## src/rtl/decoder_window_ctrl.sv

```systemverilog
// Gamma-window sequencer for a bank of negedge decoders: reload, capture for WINDOW
// cycles, snapshot into a single-entry buffer, then serialise the snapshot line by line.
//
// state   | meaning
// IDLE    | waiting for start or continuous
// CLEAR   | one-cycle reload strobe to the decoder bank
// RUN     | decoders capturing, phase counts 0..WINDOW-1
// CAPTURE | snapshot decoder outputs (or flag overrun if snapshot still full)
module decoder_window_ctrl #(
    parameter int NUM_LINES = 8,
    parameter int VALUE_W   = 8,
    parameter int WINDOW    = 8,
    localparam int IDX_W    = (NUM_LINES > 1) ? $clog2(NUM_LINES) : 1,
    localparam int PH_W     = (WINDOW > 1) ? $clog2(WINDOW) : 1
) (
    input  logic                           clock,
    input  logic                           reset,
    input  logic                           start,
    input  logic                           continuous,
    input  logic                           overrun_clear,
    output logic                           dec_clear,
    output logic                           dec_enable,
    input  logic [NUM_LINES*VALUE_W-1:0]   dec_value,
    input  logic [NUM_LINES-1:0]           dec_valid,
    output logic                           out_valid,
    input  logic                           out_ready,
    output logic [VALUE_W-1:0]             out_data,
    output logic                           out_hit,
    output logic [IDX_W-1:0]               out_index,
    output logic                           out_last,
    output logic                           busy,
    output logic                           overrun
);

    typedef enum logic [1:0] {
        S_IDLE    = 2'd0,
        S_CLEAR   = 2'd1,
        S_RUN     = 2'd2,
        S_CAPTURE = 2'd3
    } state_t;

    state_t               state;
    state_t               state_nxt;
    logic [PH_W-1:0]      phase;
    logic                 phase_last;

    logic [VALUE_W-1:0]   snap_value [NUM_LINES];
    logic [NUM_LINES-1:0] snap_hit;
    logic                 snap_full;
    logic [IDX_W-1:0]     rd_index;
    logic                 rd_last;
    logic                 drain;
    logic                 capture;
    logic                 load_ok;

    assign phase_last = (phase == PH_W'(WINDOW - 1));
    assign rd_last    = (rd_index == IDX_W'(NUM_LINES - 1));
    assign drain      = snap_full && out_ready && rd_last;
    assign capture    = (state == S_CAPTURE);
    // A last-beat transfer in the CAPTURE cycle frees the buffer in time for the new load.
    assign load_ok    = !snap_full || drain;

    always_ff @(posedge clock or negedge reset) begin
        if (!reset) begin
            state <= S_IDLE;
            phase <= '0;
        end else begin
            state <= state_nxt;
            if (state == S_RUN && !phase_last)
                phase <= phase + 1'b1;
            else
                phase <= '0;
        end
    end

    always_comb begin
        state_nxt = state;
        case (state)
            S_IDLE:    if (start || continuous) state_nxt = S_CLEAR;
            S_CLEAR:   state_nxt = S_RUN;
            S_RUN:     if (phase_last) state_nxt = S_CAPTURE;
            S_CAPTURE: state_nxt = continuous ? S_CLEAR : S_IDLE;
            default:   state_nxt = S_IDLE;
        endcase
    end

    always_comb begin
        dec_clear  = (state == S_CLEAR);
        dec_enable = (state == S_RUN);
        busy       = (state != S_IDLE);
    end

    always_ff @(posedge clock or negedge reset) begin
        if (!reset) begin
            for (int i = 0; i < NUM_LINES; i++) snap_value[i] <= '0;
            snap_hit  <= '0;
            snap_full <= 1'b0;
            rd_index  <= '0;
        end else if (capture && load_ok) begin
            for (int i = 0; i < NUM_LINES; i++)
                snap_value[i] <= dec_value[i*VALUE_W +: VALUE_W];
            snap_hit  <= dec_valid;
            snap_full <= 1'b1;
            rd_index  <= '0;
        end else if (snap_full && out_ready) begin
            if (rd_last) begin
                snap_full <= 1'b0;
                rd_index  <= '0;
            end else begin
                rd_index  <= rd_index + 1'b1;
            end
        end
    end

    always_ff @(posedge clock or negedge reset) begin
        if (!reset)
            overrun <= 1'b0;
        else if (capture && !load_ok)
            overrun <= 1'b1;
        else if (overrun_clear)
            overrun <= 1'b0;
    end

    assign out_valid = snap_full;
    assign out_data  = snap_value[rd_index];
    assign out_hit   = snap_hit[rd_index];
    assign out_index = rd_index;
    assign out_last  = snap_full && rd_last;

endmodule

```

## config.mk

```make
export PLATFORM = sky130hd
export DESIGN_NAME = decoder_window_ctrl
export DESIGN_NICKNAME = d
export VERILOG_FILES = /design/src/rtl/decoder_window_ctrl.sv
export SDC_FILE = /design/constraint.sdc
export NUM_CORES = 1
export LEC_CHECK = 0
export BUFFER_PORTS_ARGS = -buffer_cell sky130_fd_sc_hd__buf_4
export CAP_MARGIN = 30
export CORE_MARGIN = 2
export CORE_UTILIZATION = 50
export DETAILED_ROUTE_END_ITERATION = 8
export GPL_ROUTABILITY_DRIVEN = 1
export PLACE_DENSITY = 0.86
export SYNTH_ARGS = -nofsm -noshare
export SYNTH_HDL_FRONTEND = slang
export SYNTH_SLANG_ARGS = --single-unit
```

## constraint.sdc

```tcl
create_clock -name clock -period 4 [get_ports clock]
set_clock_uncertainty 0.1 [all_clocks]
set_input_delay 0.8 -clock clock [delete_from_list [all_inputs] [get_ports clock]]
set_output_delay 0.8 -clock clock [all_outputs]
set_load 0.01 [all_outputs]
```

==> results of run 1 <==
-- sequential cells by signal, summed over array words and instances, names as in the netlist --
register / flops
state: 2
snap_value: 64
overrun: 1
out_index: 3
phase: 3
snap_hit: 8
out_valid: 1
-- stage by stage --
stage | setup WS, ps | std cells | power (W) | utilization
floorplan | 1620 | 232 | 0.00268 | -
global placement | 1110 | 414 | 0.00310 | 0.620
detailed placement | 1050 | 415 | 0.00320 | 0.624
CTS | 682 | 431 | 0.00381 | 0.651
global route | 629 | 431 | 0.00401 | 0.651
finish | 741 | 431 | 0.00376 | 0.651
-- kinds of logic after synthesis --
group           count (synthesis)  synth area share
buf+inv                        17            0.0380
flops                          82             0.533
mux                           102             0.368
compound gates                  7            0.0137
fa+ha+maj                       8            0.0260
simple gates                   16            0.0205
-- path summary, 6_finish.rpt --
| kind | startpoint | to | slack, ps | cells past startpoint |
|---|---|---|---|---|
| worst min register to register | phase[0] | phase[0] | 360 | 1 |
| max in group asynchronous | reset | snap_value[41] | 2940 | 2 |
| worst max-delay path | out_index[0] | out_data[3] | 740 | 4 |
| min in group clock | phase[0] | phase[0] | 360 | 1 |
| worst max register to register | out_index[0] | snap_value[39] | 1060 | 6 |
| worst min-delay path | reset | state[1] | 290 | 1 |
-- metal layers --
layer | track usage | up-vias | part of all wire
met4 | 0.0771 | 0 | 0.022
met3 | 0.0337 | 12 | 0.047
li1 | - | 1043 | -
met5 | 0 | - | 0
met1 | 0.239 | 1110 | 0.42
met2 | 0.313 | 62 | 0.51
-- report_power, final --
| group | switching, W | internal, W |
|---|---|---|
| clock network | 0.000287 | 0.000322 |
| logic | 0.000525 | 0.00108 |
| registers | 0.000301 | 0.00125 |
| total | 0.00111 | 0.00265 |
-- cell usage after synthesis (all sizes together) (2+ instances only) --
| master | count | area, um2 |
|---|---|---|
| a21boi | 2 | 18.8 |
| and2 | 3 | 18.8 |
| buf | 12 | 128 |
| dfrtp | 82 | 2050 |
| ha | 8 | 100 |
| inv | 4 | 15.0 |
| mux2 | 83 | 968 |
| mux4 | 18 | 439 |
| nand2 | 4 | 15.0 |
| nand2b | 2 | 12.5 |
| nor2 | 4 | 15.0 |
-- cell usage in the layout, fill, tap and decap left out, types with 2 or more instances in the layout --
cell type and n:
mux4_2 9, ha_1 8, nor2_1 4, clkinvlp_4 2, buf_4 96, mux2_2 74
inv_1 4, clkbuf_8 11, mux2_4 9, and2_1 3, nand2_1 4, dfrtp_1 82
mux4_1 9
-- area by class of cell --
type / count / share of cell area
tap: 99 / 0.0258
clock buffer: 12 / 0.0323
sequential: 82 / 0.427
clock inverter: 4 / 0.0104
multi-input combinational: 133 / 0.345
timing repair buffer: 97 / 0.156
inverter: 4 / 0.00313
==> results.ini, run 1 <==
[worst_setup_path]
worstPathArrival_ps=2360
crit_path_cell_trace=buf_4 -> mux4_1 -> mux2_4 -> buf_4
worstSetupPathType=flip-flop to output port
worst-path-buf-inv=2
cp-start-kind=flip-flop
endpoint_kind=output port
worstPathMaxFanout=12
cp_top_family=multiplexers
crit_slowest_cell=dfrtp_1
required_ps=3100
slowest_delay_ps=670
cpMostUsedCell=buf_4

[drt]
num_vias=2227
routedWlPerCell_um=17.0
ant_nets=0
dr.pass1.iters=4
drt_wl_total_um=7320
first_iter_violations=81
drcViolationCount=0
viasPerCell=5.17

[sta]
hold_violations=0
post-route-period-util=0.815
slew_headroom=0.368
fin_crit_ps=3260
finalSetupViolations=0
max_freq_mhz=307
slew_violations=0
whs_ps=288
worst_slew_pin_slew_ps=948
tns_ps=0
rsz0062_at_grt=no

[yosys]
synth_edf_count=0
synth_ff_type=dfrtp_1
ys_warn_count=0
synth_area_um2=3850
async_flop_share=1.00
ys_types=27
avgSynthCellArea_um2=16.6
syn_nets=318
synth-seq-cells=82
netlist_instances=232
synth.yosys.seq_area_share=0.533

[die]
die_y_um=91.7
die-area_um2=8410
die_w_um=91.7
initial_core_util=0.522
ios=96
design.core.area_um2=7370
rows=31

[global_route]
grt_pass1_vias=2456
grt-ovfl-total=0
grt_max_degree=74
antenna_found_initial=0
grt_pass1_wl_um=11900
track_usage=0.186

[cts]
clkTransAtPathRegs_ps=80
max-clock-path-buffers=2
post_cts_buffers=0
cts_root_buffer=clkbuf_8
clk_latency_ps=340
cts_sinks=82
cts-resized-gates=0
cts_max_level=3
numCtsBuffers=9
hold_buffers=0
cts_tree=yes

[finish]
regArea_um2=2050
nets=413
n_fill_cell=553
multi_input_area_um2=1660
drive_gt1_frac=0.623
area_growth_pct=24.8
design_area_um2=4800
diodes=0

[place]
gp_congestion=0.760
dpl-instance-area_um2=4600
io_buffers=95
place_hpwl_um=5290

[worst_hold_path]
hold_class=input port to asynchronous set/reset pin

[job]
max_cap_viol_count=0

[pwr]
peakVddDrop_mv=0.261
powerDensity_nw_per_um2=784
p_leak_nw=2.23

[run_status]
status=completed

Note: power is estimated with default switching activity, not from simulation.
==> inputs of run 2 (changes only) <==
clock period = 3.4 ns   (was 4 ns; I/O delays follow)
==> results.ini, run 2 (same netlist as run 1, synthesis figures left out) <==
[worst_setup_path]
worstSetupPathType=flip-flop to output port
reg2reg_depth=6
required_ps=2620
rr_endpoint=snap_value[30]
endpoint_kind=output port
setup.worst_path.start=out_index[0]
worstPathArrival_ps=2240
worstPathMaxFanout=13
cp-start-kind=flip-flop
r2r_setup_slack_ps=770
reg2reg_from=out_index[0]

[pwr]
finalPower_w=0.00441
peakVddDrop_mv=0.309
p_leak_nw=2.25
powerDensity_nw_per_um2=915

[die]
die-area_um2=8410
ios=96
design.core.area_um2=7370
die_y_um=91.7
initial_core_util=0.522
die_w_um=91.7
rows=31

[sta]
setup_ws_ps=375
worst_slew_pin_slew_ps=551
finalSetupViolations=0
hold_violations=0
rsz0062_at_grt=no
slew_violations=0
tns_ps=0
fin_crit_ps=3020
max_freq_mhz=331
post-route-period-util=0.890
slew_headroom=0.633

[place]
place_hpwl_um=5660
post-place-ws_ps=738
gp_congestion=0.731
io_buffers=95
place_inst=418

[drt]
num_vias=2248
drcViolationCount=0
wl_met2_um=3600
viasPerCell=5.19
routedWlPerCell_um=17.5
drt_wl_total_um=7590
maxUsedRoutingLayer=met4
first_iter_violations=95
ant_nets=0
wl_met1_um=3460
dr.pass1.iters=5
met3_length_um=402

[finish]
area_growth_pct=25.4
largestRegisters=snap_value: 64 flops, snap_hit: 8 flops
final_common_cell=buf_4
final_core_util=0.655
largest_reg_flops=64
final_cells=433
nets=416
largest-register=snap_value
drive_gt1_frac=0.629
diodes=0
most-common-layout-cells=buf_4 (97), dfrtp_1 (82), mux2_2 (74)

[global_route]
grt_max_degree=63
track_usage=0.191
grt_pass1_vias=2411
grt-ovfl-total=0
antenna_found_initial=0
grt_pass1_wl_um=12200

[cts]
clkTransAtPathRegs_ps=80
cts_tree=yes
post_cts_buffers=0
numCtsBuffers=9
cts_max_level=3
cts_sinks=82
cts_root_buffer=clkbuf_8
cts-resized-gates=0
hold_buffers=0
max-clock-path-buffers=2
clk_latency_ps=340

[run_status]
status=completed

[worst_hold_path]
hold_class=input port to asynchronous set/reset pin

[job]
max_cap_viol_count=0

[run 2: cell types whose count changed in the layout (fill, tap and decap cells not counted)]
| cell | delta |
|---|---|
| clkinvlp_4 | -2 |
| clkinv_2 | +3 |
| clkinv_4 | +1 |
| clkbuf_1 | -1 |
| clkbuf_8 | -2 |
| buf_12 | +2 |
| buf_4 | +1 |
[run 2: power by group]
group / internal (W) / switching, W
clock: 0.000331 / 0.000328
combinational: 0.00130 / 0.000682
sequential: 0.00147 / 0.000303
[run 2: metrics by stage]
step	hold slack, ps	area, um2
final	126	4830
after global routing	125	4830
after CTS	118	4830
after detailed placement	329	4640
after global placement	327	4620
after floorplan	284	3850
[run 2: final cells by class]
class	instances	area (um2)
timing repair buffer	100	796
tap	99	124
clock inverter	6	58.8
fill	556	2540
clock buffer	9	124
inverter	4	15.0
sequential	82	2050
multi-input combinational	133	1660
[run 2: critical path, stage by stage (launching register included)]
cell,delay (ps)
dfrtp_1,660
buf_12,230
mux4_1,600
mux2_4,280
buf_4,140
[run 2: per-layer routing]
layer | global-route usage | vias up
li1 | - | 1053
met2 | 0.286 | 63
met3 | 0.0460 | 10
met5 | 0 | -
met1 | 0.274 | 1122
met4 | 0.0734 | 0
[run 2: how the worst max path moves through the flow]
stage,end
finish,out_data[3]
CTS,out_data[3]
global placement,out_data[3]
detailed placement,out_data[3]
floorplan,out_data[0]
global route,out_data[3]
